===== src/rtl/frog_ctrl_if.sv =====
// rtl/frog_ctrl_if.sv - frog_ctrl video-timing, controller and game-status signal bundle
`timescale 1ns/1ps

interface frog_ctrl_if;
  logic        frame_tick;
  logic [9:0]  colPos;
  logic [9:0]  rowPos;
  logic [5:0]  pix_color;
  logic        btn_up;
  logic        btn_down;
  logic        btn_left;
  logic        btn_right;
  logic        btn_start;
  logic [3:0]  frog_col;
  logic [3:0]  frog_row;
  logic        frog_pix;
  logic        bg_on;
  logic [2:0]  state;
  logic [1:0]  lives;
  logic [7:0]  score;
  logic [10:0] time_left;

  modport master (
    output frame_tick, colPos, rowPos, pix_color,
    output btn_up, btn_down, btn_left, btn_right, btn_start,
    input  frog_col, frog_row, frog_pix, bg_on, state, lives, score, time_left
  );

  modport slave (
    input  frame_tick, colPos, rowPos, pix_color,
    input  btn_up, btn_down, btn_left, btn_right, btn_start,
    output frog_col, frog_row, frog_pix, bg_on, state, lives, score, time_left
  );
endinterface


===== src/rtl/frog_ctrl.sv =====
// rtl/frog_ctrl.sv - Frogger game sequencer: frog position, game FSM, lives, score
// Optional life timer enabled by defining FROG_TIMER_EN.
`timescale 1ns/1ps

module frog_ctrl #(
  parameter int         X_OFFSET_LEFT = 96,
  parameter int         BLOCKSIZE     = 32,
  parameter int         LIVES         = 3,
  parameter int         DEATH_FRAMES  = 60,
  parameter int         WIN_FRAMES    = 30,
  parameter int         TIME_FRAMES   = 1800,
  parameter logic [5:0] HAZARD_WATER  = 6'b000011,
  parameter logic [5:0] HAZARD_CAR    = 6'b110000
) (
  input  logic       clk,
  input  logic       rst_n,
  frog_ctrl_if.slave bus
);

  typedef enum logic [2:0] {
    S_IDLE  = 3'd0,
    S_PLAY  = 3'd1,
    S_DEATH = 3'd2,
    S_WIN   = 3'd3,
    S_OVER  = 3'd4
  } state_t;

`ifdef FROG_TIMER_EN
  localparam bit TIMER_ON = 1'b1;
`else
  localparam bit TIMER_ON = 1'b0;
`endif

  localparam int CNT_MAX = (DEATH_FRAMES > WIN_FRAMES) ? DEATH_FRAMES : WIN_FRAMES;
  localparam int CW      = $clog2(CNT_MAX + 1);

  state_t      state_q;
  logic [3:0]  col_q, row_q;
  logic [1:0]  lives_q;
  logic [7:0]  score_q;
  logic [10:0] time_left;
  logic [CW-1:0] cnt_q;
  logic [5:0]  sample_q;
  logic [4:0]  btn_q, pend, btn_now, rise;

  logic [10:0] tile_x, tile_y, col11, row11;
  logic        strobe, in_tile;
  logic [3:0]  mv_col, mv_row;
  logic        hazard, timeout, death_done, win_done, enter_play;

  // bit order: up, down, left, right, start
  assign btn_now = {bus.btn_start, bus.btn_right, bus.btn_left, bus.btn_down, bus.btn_up};
  assign rise    = btn_now & ~btn_q;

  assign tile_x = 11'(X_OFFSET_LEFT) + 11'(col_q) * 11'(BLOCKSIZE);
  assign tile_y = 11'(row_q) * 11'(BLOCKSIZE);
  assign col11  = {1'b0, bus.colPos};
  assign row11  = {1'b0, bus.rowPos};

  assign strobe  = (col11 == tile_x + 11'(BLOCKSIZE / 2)) &&
                   (row11 == tile_y + 11'(BLOCKSIZE / 2));
  assign in_tile = (col11 >= tile_x) && (col11 <= tile_x + 11'(BLOCKSIZE - 1)) &&
                   (row11 >= tile_y) && (row11 <= tile_y + 11'(BLOCKSIZE - 1));

  // Highest-priority pending move is chosen first; a wall turns it into a no-op.
  always_comb begin
    mv_col = col_q;
    mv_row = row_q;
    if (pend[0]) begin
      if (row_q != 4'd0) mv_row = row_q - 4'd1;
    end else if (pend[1]) begin
      if (row_q != 4'd14) mv_row = row_q + 4'd1;
    end else if (pend[2]) begin
      if (col_q != 4'd0) mv_col = col_q - 4'd1;
    end else if (pend[3]) begin
      if (col_q != 4'd13) mv_col = col_q + 4'd1;
    end
  end

  assign hazard     = (sample_q == HAZARD_WATER) || (sample_q == HAZARD_CAR);
  assign timeout    = TIMER_ON && (time_left <= 11'd1);
  assign death_done = (state_q == S_DEATH) && (cnt_q == CW'(DEATH_FRAMES - 1));
  assign win_done   = (state_q == S_WIN) && (cnt_q == CW'(WIN_FRAMES - 1));
  assign enter_play = (((state_q == S_IDLE) || (state_q == S_OVER)) && pend[4]) ||
                      (death_done && (lives_q != 2'd1)) || win_done;

  always_ff @(posedge clk or negedge rst_n) begin
    if (!rst_n) begin
      state_q  <= S_IDLE;
      col_q    <= 4'd7;
      row_q    <= 4'd14;
      lives_q  <= 2'(LIVES);
      score_q  <= 8'd0;
      cnt_q    <= '0;
      sample_q <= 6'b000000;
      btn_q    <= '0;
      pend     <= '0;
    end else begin
      btn_q <= btn_now;
      pend  <= bus.frame_tick ? 5'd0 : (pend | rise);
      // A strobe on the tick cycle keeps the fresh sample; evaluation below sees the old one.
      if (strobe)              sample_q <= bus.pix_color;
      else if (bus.frame_tick) sample_q <= 6'b000000;

      if (bus.frame_tick) begin
        case (state_q)
          S_IDLE, S_OVER: begin
            if (pend[4]) begin
              state_q <= S_PLAY;
              lives_q <= 2'(LIVES);
              score_q <= 8'd0;
              col_q   <= 4'd7;
              row_q   <= 4'd14;
              cnt_q   <= '0;
            end
          end
          S_PLAY: begin
            if (hazard || timeout) begin
              state_q <= S_DEATH;
              cnt_q   <= '0;
            end else begin
              col_q <= mv_col;
              row_q <= mv_row;
              if (mv_row == 4'd0) begin
                state_q <= S_WIN;
                score_q <= score_q + 8'd1;
                cnt_q   <= '0;
              end
            end
          end
          S_DEATH: begin
            if (death_done) begin
              cnt_q   <= '0;
              lives_q <= lives_q - 2'd1;
              if (lives_q == 2'd1) begin
                state_q <= S_OVER;
              end else begin
                state_q <= S_PLAY;
                col_q   <= 4'd7;
                row_q   <= 4'd14;
              end
            end else begin
              cnt_q <= cnt_q + 1'b1;
            end
          end
          S_WIN: begin
            if (win_done) begin
              cnt_q   <= '0;
              state_q <= S_PLAY;
              col_q   <= 4'd7;
              row_q   <= 4'd14;
            end else begin
              cnt_q <= cnt_q + 1'b1;
            end
          end
          default: begin
            state_q <= S_IDLE;
            cnt_q   <= '0;
          end
        endcase
      end
    end
  end

  always_ff @(posedge clk or negedge rst_n) begin
    if (!rst_n) begin
      time_left <= 11'd0;
    end else if (TIMER_ON && bus.frame_tick) begin
      if (state_q == S_PLAY)
        time_left <= (time_left != 11'd0) ? time_left - 11'd1 : 11'd0;
      else if (enter_play)
        time_left <= 11'(TIME_FRAMES);
    end
  end

  assign bus.frog_col  = col_q;
  assign bus.frog_row  = row_q;
  assign bus.frog_pix  = in_tile && (state_q != S_IDLE) && (state_q != S_OVER);
  assign bus.bg_on     = (state_q != S_IDLE);
  assign bus.state     = state_q;
  assign bus.lives     = lives_q;
  assign bus.score     = score_q;
  assign bus.time_left = time_left;

endmodule


===== src/flat_wrapper.sv =====
// flat-port wrapper written by rule: the top's interface ports become plain ports
module frog_ctrl_flat 
#(
  parameter int         X_OFFSET_LEFT = 96,
  parameter int         BLOCKSIZE     = 32,
  parameter int         LIVES         = 3,
  parameter int         DEATH_FRAMES  = 60,
  parameter int         WIN_FRAMES    = 30,
  parameter int         TIME_FRAMES   = 1800,
  parameter logic [5:0] HAZARD_WATER  = 6'b000011,
  parameter logic [5:0] HAZARD_CAR    = 6'b110000
)
  (clk, rst_n, bus_frame_tick, bus_colPos, bus_rowPos, bus_pix_color, bus_btn_up, bus_btn_down, bus_btn_left, bus_btn_right, bus_btn_start, bus_frog_col, bus_frog_row, bus_frog_pix, bus_bg_on, bus_state, bus_lives, bus_score, bus_time_left);
  frog_ctrl_if bus_i ();
  input  logic clk;
  input  logic rst_n;
  input wire logic [$bits(bus_i.frame_tick)-1:0] bus_frame_tick;
  input wire logic [$bits(bus_i.colPos)-1:0] bus_colPos;
  input wire logic [$bits(bus_i.rowPos)-1:0] bus_rowPos;
  input wire logic [$bits(bus_i.pix_color)-1:0] bus_pix_color;
  input wire logic [$bits(bus_i.btn_up)-1:0] bus_btn_up;
  input wire logic [$bits(bus_i.btn_down)-1:0] bus_btn_down;
  input wire logic [$bits(bus_i.btn_left)-1:0] bus_btn_left;
  input wire logic [$bits(bus_i.btn_right)-1:0] bus_btn_right;
  input wire logic [$bits(bus_i.btn_start)-1:0] bus_btn_start;
  output wire logic [$bits(bus_i.frog_col)-1:0] bus_frog_col;
  output wire logic [$bits(bus_i.frog_row)-1:0] bus_frog_row;
  output wire logic [$bits(bus_i.frog_pix)-1:0] bus_frog_pix;
  output wire logic [$bits(bus_i.bg_on)-1:0] bus_bg_on;
  output wire logic [$bits(bus_i.state)-1:0] bus_state;
  output wire logic [$bits(bus_i.lives)-1:0] bus_lives;
  output wire logic [$bits(bus_i.score)-1:0] bus_score;
  output wire logic [$bits(bus_i.time_left)-1:0] bus_time_left;
  assign bus_i.frame_tick = bus_frame_tick;
  assign bus_i.colPos = bus_colPos;
  assign bus_i.rowPos = bus_rowPos;
  assign bus_i.pix_color = bus_pix_color;
  assign bus_i.btn_up = bus_btn_up;
  assign bus_i.btn_down = bus_btn_down;
  assign bus_i.btn_left = bus_btn_left;
  assign bus_i.btn_right = bus_btn_right;
  assign bus_i.btn_start = bus_btn_start;
  assign bus_frog_col = bus_i.frog_col;
  assign bus_frog_row = bus_i.frog_row;
  assign bus_frog_pix = bus_i.frog_pix;
  assign bus_bg_on = bus_i.bg_on;
  assign bus_state = bus_i.state;
  assign bus_lives = bus_i.lives;
  assign bus_score = bus_i.score;
  assign bus_time_left = bus_i.time_left;
  frog_ctrl #(.X_OFFSET_LEFT(X_OFFSET_LEFT), .BLOCKSIZE(BLOCKSIZE), .LIVES(LIVES), .DEATH_FRAMES(DEATH_FRAMES), .WIN_FRAMES(WIN_FRAMES), .TIME_FRAMES(TIME_FRAMES), .HAZARD_WATER(HAZARD_WATER), .HAZARD_CAR(HAZARD_CAR)) u_core (.clk(clk), .rst_n(rst_n), .bus(bus_i));
endmodule

===== config.mk =====
export PLATFORM = sky130hd
export DESIGN_NAME = frog_ctrl_flat
export DESIGN_NICKNAME = d
export VERILOG_FILES = /design/src/rtl/frog_ctrl_if.sv /design/src/rtl/frog_ctrl.sv /design/src/flat_wrapper.sv
export SDC_FILE = /design/constraint.sdc
export NUM_CORES = 1
export LEC_CHECK = 0
export CELL_PAD_IN_SITES_DETAIL_PLACEMENT = 0
export CELL_PAD_IN_SITES_GLOBAL_PLACEMENT = 1
export CORE_UTILIZATION = 35
export CTS_CLUSTER_SIZE = 10
export DETAILED_ROUTE_END_ITERATION = 6
export PLACE_DENSITY = 0.79
export SYNTH_ARGS = -nofsm -noshare
export SYNTH_HDL_FRONTEND = slang
export SYNTH_SLANG_ARGS = --single-unit

===== constraint.sdc =====
create_clock -name clk -period 2.84 [get_ports clk]
set_input_delay 0.284 -clock clk [delete_from_list [all_inputs] [get_ports clk]]
set_output_delay 0.284 -clock clk [all_outputs]
set_load 0.03 [all_outputs]

## Word-level counts from Yosys, hierarchy flattened

Cells that the tools add are included.

- Input port bits: 34
- Memories kept: 0
- Memory bits (writable): 0
- Bits in latches: 0
- Register bits after elaboration: 43
- Word-level logic and storage cells: 124
- Output and inout port bits: 34
- Bits in read-only memories: 0

- Shift operators: 0
- Order comparisons: 4
- Multiply operators: 0
- Eq/ne operators: 26
- Div/mod/pow operators: 0
- Reduce and logical (&&, ||, !) cells: 25
- Bitwise logic cells: 3
- Mux-type cells: 45
- $add $sub $neg: 12

Operators with widths:

| cell | count |
|---|---|
| $mux 4 | 20 |
| $mux 6 | 7 |
| $pmux 4 s4 | 2 |
| $mux 8 | 3 |
| $pmux 6 s4 | 1 |
| $add 11x5->11 const B | 2 |
| $eq 10x11->1 | 2 |
| $le 10x11->1 | 2 |
| $add 9x5->10 const B | 2 |
| $mux 3 | 6 |
| $pmux 8 s2 | 1 |
| $eq 6x6->1 const B | 2 |
| $pmux 3 s4 | 1 |
| $reduce_and 12->1 | 1 |
| $reduce_bool 4->1 | 3 |
| $ge 10x11->1 | 1 |
| $add 7x9->10 const A | 1 |
| $ge 10x9->1 | 1 |
| $reduce_and 5->1 | 2 |
| $ne 3x1->1 const B | 3 |
| $add 4x1->4 const B | 2 |
| $add 8x1->8 const B | 1 |
| $logic_and 1x1->1 | 8 |
| $ne 2x1->1 const B | 4 |
| other kinds (27) | 37 |

## Longest topological paths before layout

Gate-level depths: netlist of the first run.

- Word-level depth: 8
- Depth in mapped cells: 10
- Mapped depth without buffers: 10

## Least setup slack after synthesis of the first run

OpenSTA, ideal clock, no wires.

- Path type: reg2out
- Start point: reg u_core.col_q[0] (netlist: u_core.bus.frog_col[0])
- End point: out bus_frog_pix
- Stages on the path, launching flop included: 10
- Required time: 2.556 ns
- Buffers on the path: 0
- Data arrival time: 2.579 ns
- Path slack: -0.023 ns
- Path through: dfstp_2 > inv_1 > ha_1 > xor2_1 > ha_1 > a21o_1 > a221o_1 > a31oi_1 > o221ai_1 > a21oi_1

- Cells in the longest elaborated chain, start to end: 8
- Elaborated cells on any way between the ends: 9
- Those cells by class: 2 x add/sub; 2 x order compare; 5 x reduce/logical

Ends and longest elaborated chain:

| what | RTL line | text |
|---|---|---|
| start, declared | frog_ctrl.sv:38 | `logic [3:0] col_q, row_q;` |
| start signal, assigned | frog_ctrl.sv:122 | `col_q <= mv_col;` |
| $add 7x9->10 * | frog_ctrl.sv:55 | `assign tile_x = 11'(X_OFFSET_LEFT) + 11'(col_q) * 11'(BLOCKSIZE);` |
| $add 11x5->11 | frog_ctrl.sv:62 | `assign in_tile = (col11 >= tile_x) && (col11 <= tile_x + 11'(BLOCKSIZE - 1)) &&` |
| $le 10x11->1 | frog_ctrl.sv:62 |  |
| $logic_and 1x1->1 * (2 in series) | frog_ctrl.sv:62 |  |
| $logic_and 1x1->1 * | frog_ctrl.sv:63 | `(row11 >= tile_y) && (row11 <= tile_y + 11'(BLOCKSIZE - 1));` |
| $logic_and 1x1->1 * (2 in series) | frog_ctrl.sv:178 | `assign bus.frog_pix = in_tile && (state_q != S_IDLE) && (state_q != S_OVER);` |
| end, declared | flat_wrapper.sv:28 | `output wire logic [$bits(bus_i.frog_pix)-1:0] bus_frog_pix;` |

Every way passes the cells marked *; elsewhere a longest branch is shown, timed or not.

## Final worst setup path of the first run

- Start point: reg u_core.col_q[1] (netlist: u_core.bus.frog_col[1])
- End point: out bus_frog_pix

Same word-level chain as after synthesis.

==> results of run 1 <==
power by group through the flow:
| stage | logic (mW) | registers [mW] | clock network (mW) |
|---|---|---|---|
| final | 1.50 | 0.879 | 0.374 |
| after detailed placement | 1.34 | 0.928 | 0 |
| after global routing | 1.66 | 0.900 | 0.416 |
| after floorplan | 0.815 | 1.02 | 0 |
| after global placement | 1.31 | 0.923 | 0 |
| after CTS | 1.46 | 0.874 | 0.391 |
routing by layer:
| metal | routed length (um) | GRT usage, % | vias up | part of all wire (%) |
|---|---|---|---|---|
| li1 | - | - | 1286 | - |
| met1 | 3330 | 22.0 | 1235 | 48 |
| met2 | 3300 | 28.4 | 53 | 47 |
| met3 | 285 | 2.66 | 6 | 4.1 |
| met4 | 82 | 4.04 | 0 | 1.2 |
| met5 | 0 | 0 | - | 0 |
stage by stage:
step / setup slack, ns / cell area (um2) / std cells
4_1_cts: 0.00550 / 3750 / 492
3_5_place_dp: 0.162 / 3600 / 479
5_1_grt: -0.0379 / 3800 / 493
3_3_place_gp: 0.216 / 3600 / 479
2_1_floorplan: 0.144 / 3030 / 336
6_report: 0.0650 / 3800 / 493
worst paths after layout:
path / to / startpoint / depth (start not counted) / slack [ns]
min in group clk: u_core.btn_q[3] / bus_btn_right / 1 / 0.46
worst min-delay path: u_core.pend[0] / rst_n / 1 / 0.15
max in group asynchronous: u_core.bus.score[3] / rst_n / 1 / 2.08
worst min register to register: u_core.pend[0] / u_core.btn_q[0] / 2 / 0.50
worst max-delay path: bus_frog_pix / u_core.bus.frog_col[1] / 10 / 0.06
worst max register to register: u_core.cnt_q[5] / u_core.bus.frog_row[1] / 9 / 0.29
state kept, by name, summed over array words and instances (netlist names):
signal,cells
u_core.cnt_q,6
u_core.bus.score,8
u_core.pend,5
u_core.sample_q,6
u_core.bus.frog_col,4
u_core.bus.state,3
u_core.bus.lives,2
u_core.btn_q,5
u_core.bus.frog_row,4
cell usage in the layout, fill, tap and decap left out, types with 6 or more instances in the layout:
cell             count
clkdlybuf4s50_1     54
dfrtp_1             35
nand2_1             25
nor2_1              23
ha_1                19
inv_1               17
a21oi_1             17
nand3_1             15
conb_1              11
nand2b_1            10
and3_1              10
buf_4               10
o21ai_1              9
nor3_1               8
dfstp_2              8
nor4_1               6
a21o_1               6
kinds of logic (layout without fill, tap and decap cells):
group	after synthesis	after routing	share of synthesized area, %
compound gates	78	78	19.1
xor+xnor	6	6	1.76
fa+ha+maj	23	23	9.87
buf+inv	42	94	7.36
flops	43	43	36.3
mux	5	5	1.88
other cells	1	11	0.125
simple gates	128	128	23.6
repair_timing:
action	CTS	global route
setup buffers	5	1
endpoints found under the hold margin	0	0
setup endpoints to repair	1	1
pin swaps	3	1
resized for setup	6	9
critical path, stage by stage (launching register included):
cell and delay [ns]:
dfstp_2 0.58, inv_2 0.06, ha_4 0.16, xor2_1 0.16
ha_2 0.17, a21o_1 0.17, a221o_1 0.30, a31oi_1 0.18
o221ai_2 0.13, a21oi_2 0.13, buf_6 0.14
cell type report:
class	count	area (um2)
sequential	43	1090
tap	105	131
clock buffer	6	72.6
clock inverter	2	12.5
fill	831	4460
timing repair buffer	66	632
inverter	20	75.1
multi-input combinational	251	1790
==> impl_metrics.toml, run 1 <==
[clock_tree]
root_buffer = "clkbuf_8"
cts_tree = "built"
clock_latency_ns = 0.29
cts_buffer_depth = 2
numCtsBuffers = 5
numClockSinks = 43
path_clk_slew_ns = 0.08
cts_hold_buf = 0
h-tree-depth = 2

[setup_path]
crit_type = "register to output port"
critPathLaunchType = "register"
cp_data_arrival_time_ns = 2.49
cp_max_fo = 5
critical_path_required_ns = 2.56
endpoint_kind = "output port"

[routing]
avgViaCountPerCell = 5.23
dr.pass1.iters = 4
wl_per_cell_um = 14.2
wl_um = 7000
drcViolationCount = 0
vias = 2580
antenna_left = 0
drt_iter0_markers = 105

[timing]
skew_ns = 0.00638
relSlewSlack_pct = 34.6
fin_setup_tns_ns = 0
hold_viol = 0
maxSlewViolCount = 0
fmax_ghz = 0.360
hold_slack_ns = 0.145
fin_crit_sh_pct = 97.7
tightest_slew_ns = 0.981
period_minus_slack_ns = 2.78
rsz0062_at_grt = "yes"
setup_violations = 0

[floorplanning]
die_area_um2 = 8920
ios = 68
std_cell_rows = 33
start_util_pct = 36.2
coreArea_um2 = 8260
die_w_um = 94.5
dieHeight_um = 94.5

[pwr]
p_int_mw = 1.57
power_frac_comb_pct = 54.6
p_seq_share_pct = 31.9
p_leak_nw = 1.71
peakVddDrop_mv = 0.218
netSwitchingPower_mw = 1.18
fin_total_pwr_mw = 2.76
switching_share_pct = 43.0
clkPwrFrac_pct = 13.6
powerDensity_nw_per_um2 = 726

[layout]
antenna_cells = 0
finish.utilization_pct = 46.0
nNetsFinal = 444
layout-drive-gt1-share_pct = 12.9
area_growth_pct = 27.0

[placed_design]
place_congestion = 0.851
hpwl_um = 5270
portBuffers = 56

[synthesis]
synth_common_cells = "dfrtp_1, nand2_1, nor2_1, ha_1, inv_1"
yosysSeqAreaShare_pct = 36.3
yosys.cell_types.count = 75
syn_inst = 326
yosys_warnings = 11
synth_most_common_cell = "dfrtp_1"
synth_area_per_cell_um2 = 9.18
yosys.area.top_type = "dfrtp_1"
ys_ff_latch = 43
synthArstFlopShare_pct = 100
syn_area_um2 = 2990
ys.flop_type = "dfrtp_1"
synth.top_cell.area_share_pct = 29.3
synth_edf_count = 0
synth.area.top_cells = "dfrtp_1, ha_1, dfstp_2"

[flow_run]
cap_violations = 0

[global_routing]
overflow = 0
grt_max_degree = 44
grt_pass1_wl_um = 11700
antenna_found_initial = 0
grt_pass1_vias = 2489
grt.total_usage_pct = 16.6

[worst_hold_path]
hold_class = "primary input to asynchronous set/reset pin"

[outcome]
status = "finished, final reports clean"
Power figures use the tool's default switching activity.
==> run 2, diff against run 1 <==
--- a/config.mk
+++ b/config.mk
@@ -11,6 +11,7 @@
 export CTS_CLUSTER_SIZE = 10
 export DETAILED_ROUTE_END_ITERATION = 6
 export PLACE_DENSITY = 0.79
+export SKIP_LAST_GASP = 1
 export SYNTH_ARGS = -nofsm -noshare
 export SYNTH_HDL_FRONTEND = slang
 export SYNTH_SLANG_ARGS = --single-unit
==> results of run 2 <==
The final DEF is identical to that of run 1; final timing and power are the same.
==> run 3, diff against run 2 <==
--- a/config.mk
+++ b/config.mk
@@ -10,7 +10,7 @@
 export CORE_UTILIZATION = 35
 export CTS_CLUSTER_SIZE = 10
 export DETAILED_ROUTE_END_ITERATION = 6
-export PLACE_DENSITY = 0.79
+export PLACE_DENSITY = 0.83
 export SKIP_LAST_GASP = 1
 export SYNTH_ARGS = -nofsm -noshare
 export SYNTH_HDL_FRONTEND = slang
==> impl_metrics.toml, run 3 (synthesis results as in run 1) <==
[timing]
hold_viol = 0
tightest_slew_ns = 0.944
maxSlewViolCount = 0
skew_ns = 0.0105
rsz0062_at_grt = "yes"
period_minus_slack_ns = 2.82
relSlewSlack_pct = 37.1
fin_crit_sh_pct = 99.3
fmax_ghz = 0.355
setup_violations = 0
hold_slack_ns = 0.134

[layout]
antenna_cells = 0
largest_reg_flops = 8
final_cell_mix = "clkdlybuf4s50_1, dfrtp_1, nand2_1"
area_growth_pct = 26.6
fin_cells = 495
nNetsFinal = 446
layout-drive-gt1-share_pct = 12.6
mostFrequentLayoutCell = "clkdlybuf4s50_1"

[setup_path]
cp_data_arrival_time_ns = 2.54
crit_type = "register to output port"
critPathMaxStageDelay_ns = 0.56
endpoint_kind = "output port"
critPathLaunchType = "register"
cp_max_fo = 3
critical_path_required_ns = 2.56
critPathSlowestCell = "dfstp_2"
path_cells = "inv_2, ha_4, xor2_1, ha_1, a221o_1, a31oi_1, o221ai_2, a21oi_2, buf_6"

[routing]
wl_um = 6890
avgViaCountPerCell = 5.25
dr.pass1.iters = 4
drcViolationCount = 0
drt_iter0_markers = 136
wl_per_cell_um = 13.9
antenna_left = 0
vias = 2597

[global_routing]
busiest_layer = "met2"
grt_use_met1_pct = 21.9
grt_pass1_wl_um = 11700
antenna_found_initial = 0
overflow = 0
met2_usage_pct = 28.0
use_met3_pct = 2.66
grt_max_degree = 44
grt_pass1_vias = 2492
grt.total_usage_pct = 16.4

[floorplanning]
ios = 68
die_w_um = 94.5
start_util_pct = 36.2
coreArea_um2 = 8260
dieHeight_um = 94.5
std_cell_rows = 33
die_area_um2 = 8920

[clock_tree]
cts_tree = "built"
path_clk_slew_ns = 0.08
clock_latency_ns = 0.29
cts_buffer_depth = 2
root_buffer = "clkbuf_8"
numClockSinks = 43
h-tree-depth = 2
numCtsBuffers = 5

[placed_design]
dp_cells = 479
place_congestion = 0.865
portBuffers = 56
hpwl_um = 5100

[pwr]
powerDensity_nw_per_um2 = 731
peakVddDrop_mv = 0.217
p_leak_nw = 1.72

[flow_run]
cap_violations = 0

[worst_hold_path]
hold_class = "primary input to asynchronous set/reset pin"

[outcome]
status = "finished, final reports clean"
[run 3: worst paths after layout]
kind                                   startpoint             endpoint  slack, ns  cells past startpoint
max                        u_core.bus.frog_col[1]         bus_frog_pix       0.02                      9
min                                         rst_n  u_core.bus.score[7]       0.13                      1
max reg2reg                u_core.bus.frog_row[1]      u_core.cnt_q[5]       0.33                      9
min reg2reg                       u_core.btn_q[0]       u_core.pend[0]       0.50                      2
max in group asynchronous                   rst_n   u_core.sample_q[3]       2.11                      1
min in group clk                     bus_btn_down      u_core.btn_q[1]       0.46                      1
[run 3: timing repair]
action	4_1_cts	5_1_grt
hold endpoints to repair	0	0
pin swaps	2	4
setup endpoints to repair	1	1
resized for setup	4	5
hold buffers	0	0
setup buffers	6	2
[run 3: layer usage]
| layer | vias up | share of wire (%) |
|---|---|---|
| met3 | 6 | 3.0 |
| met2 | 43 | 49 |
| met4 | 0 | 0.90 |
| met1 | 1254 | 47 |
| met5 | - | 0 |
| li1 | 1294 | - |
[run 3: power breakdown]
group | switching, mW | total (mW) | internal (mW)
sequential | 0.136 | 0.874 | 0.738
combinational | 0.839 | 1.50 | 0.659
clock | 0.200 | 0.396 | 0.196
total | 1.17 | 2.77 | 1.59
[run 3: stage by stage]
| stage | power [mW] | util [%] | instance area (um2) | TNS, ns | setup slack [ns] |
|---|---|---|---|---|---|
| after floorplan | 1.83 | - | 3030 | 0 | 0.144 |
| after global placement | 2.23 | 43.6 | 3600 | 0 | 0.234 |
| after detailed placement | 2.26 | 43.6 | 3600 | 0 | 0.134 |
| after CTS | 2.73 | 45.4 | 3750 | 0 | 0.00348 |
| after global routing | 2.99 | 45.9 | 3790 | -0.114 | -0.114 |
| final | 2.77 | 45.9 | 3790 | 0 | 0.0195 |
[run 3: worst max-delay path, delay by kind of cell (launching register included)]
kind,cells,cell delay (ns)
buffers and inverters,2,0.20
XOR/XNOR,1,0.16
AO/OA/AOI/OAI,4,0.85
flip-flops,1,0.56
adder cells (fa/ha/maj),2,0.49
[run 3: area by class of cell]
| class | count | area (um2) |
|---|---|---|
| clock inverter | 1 | 5.00 |
| inverter | 20 | 75.1 |
| clock buffer | 7 | 86.3 |
| multi-input combinational | 251 | 1760 |
| tap | 105 | 131 |
| fill | 805 | 4470 |
| sequential | 43 | 1090 |
| timing repair buffer | 68 | 647 |
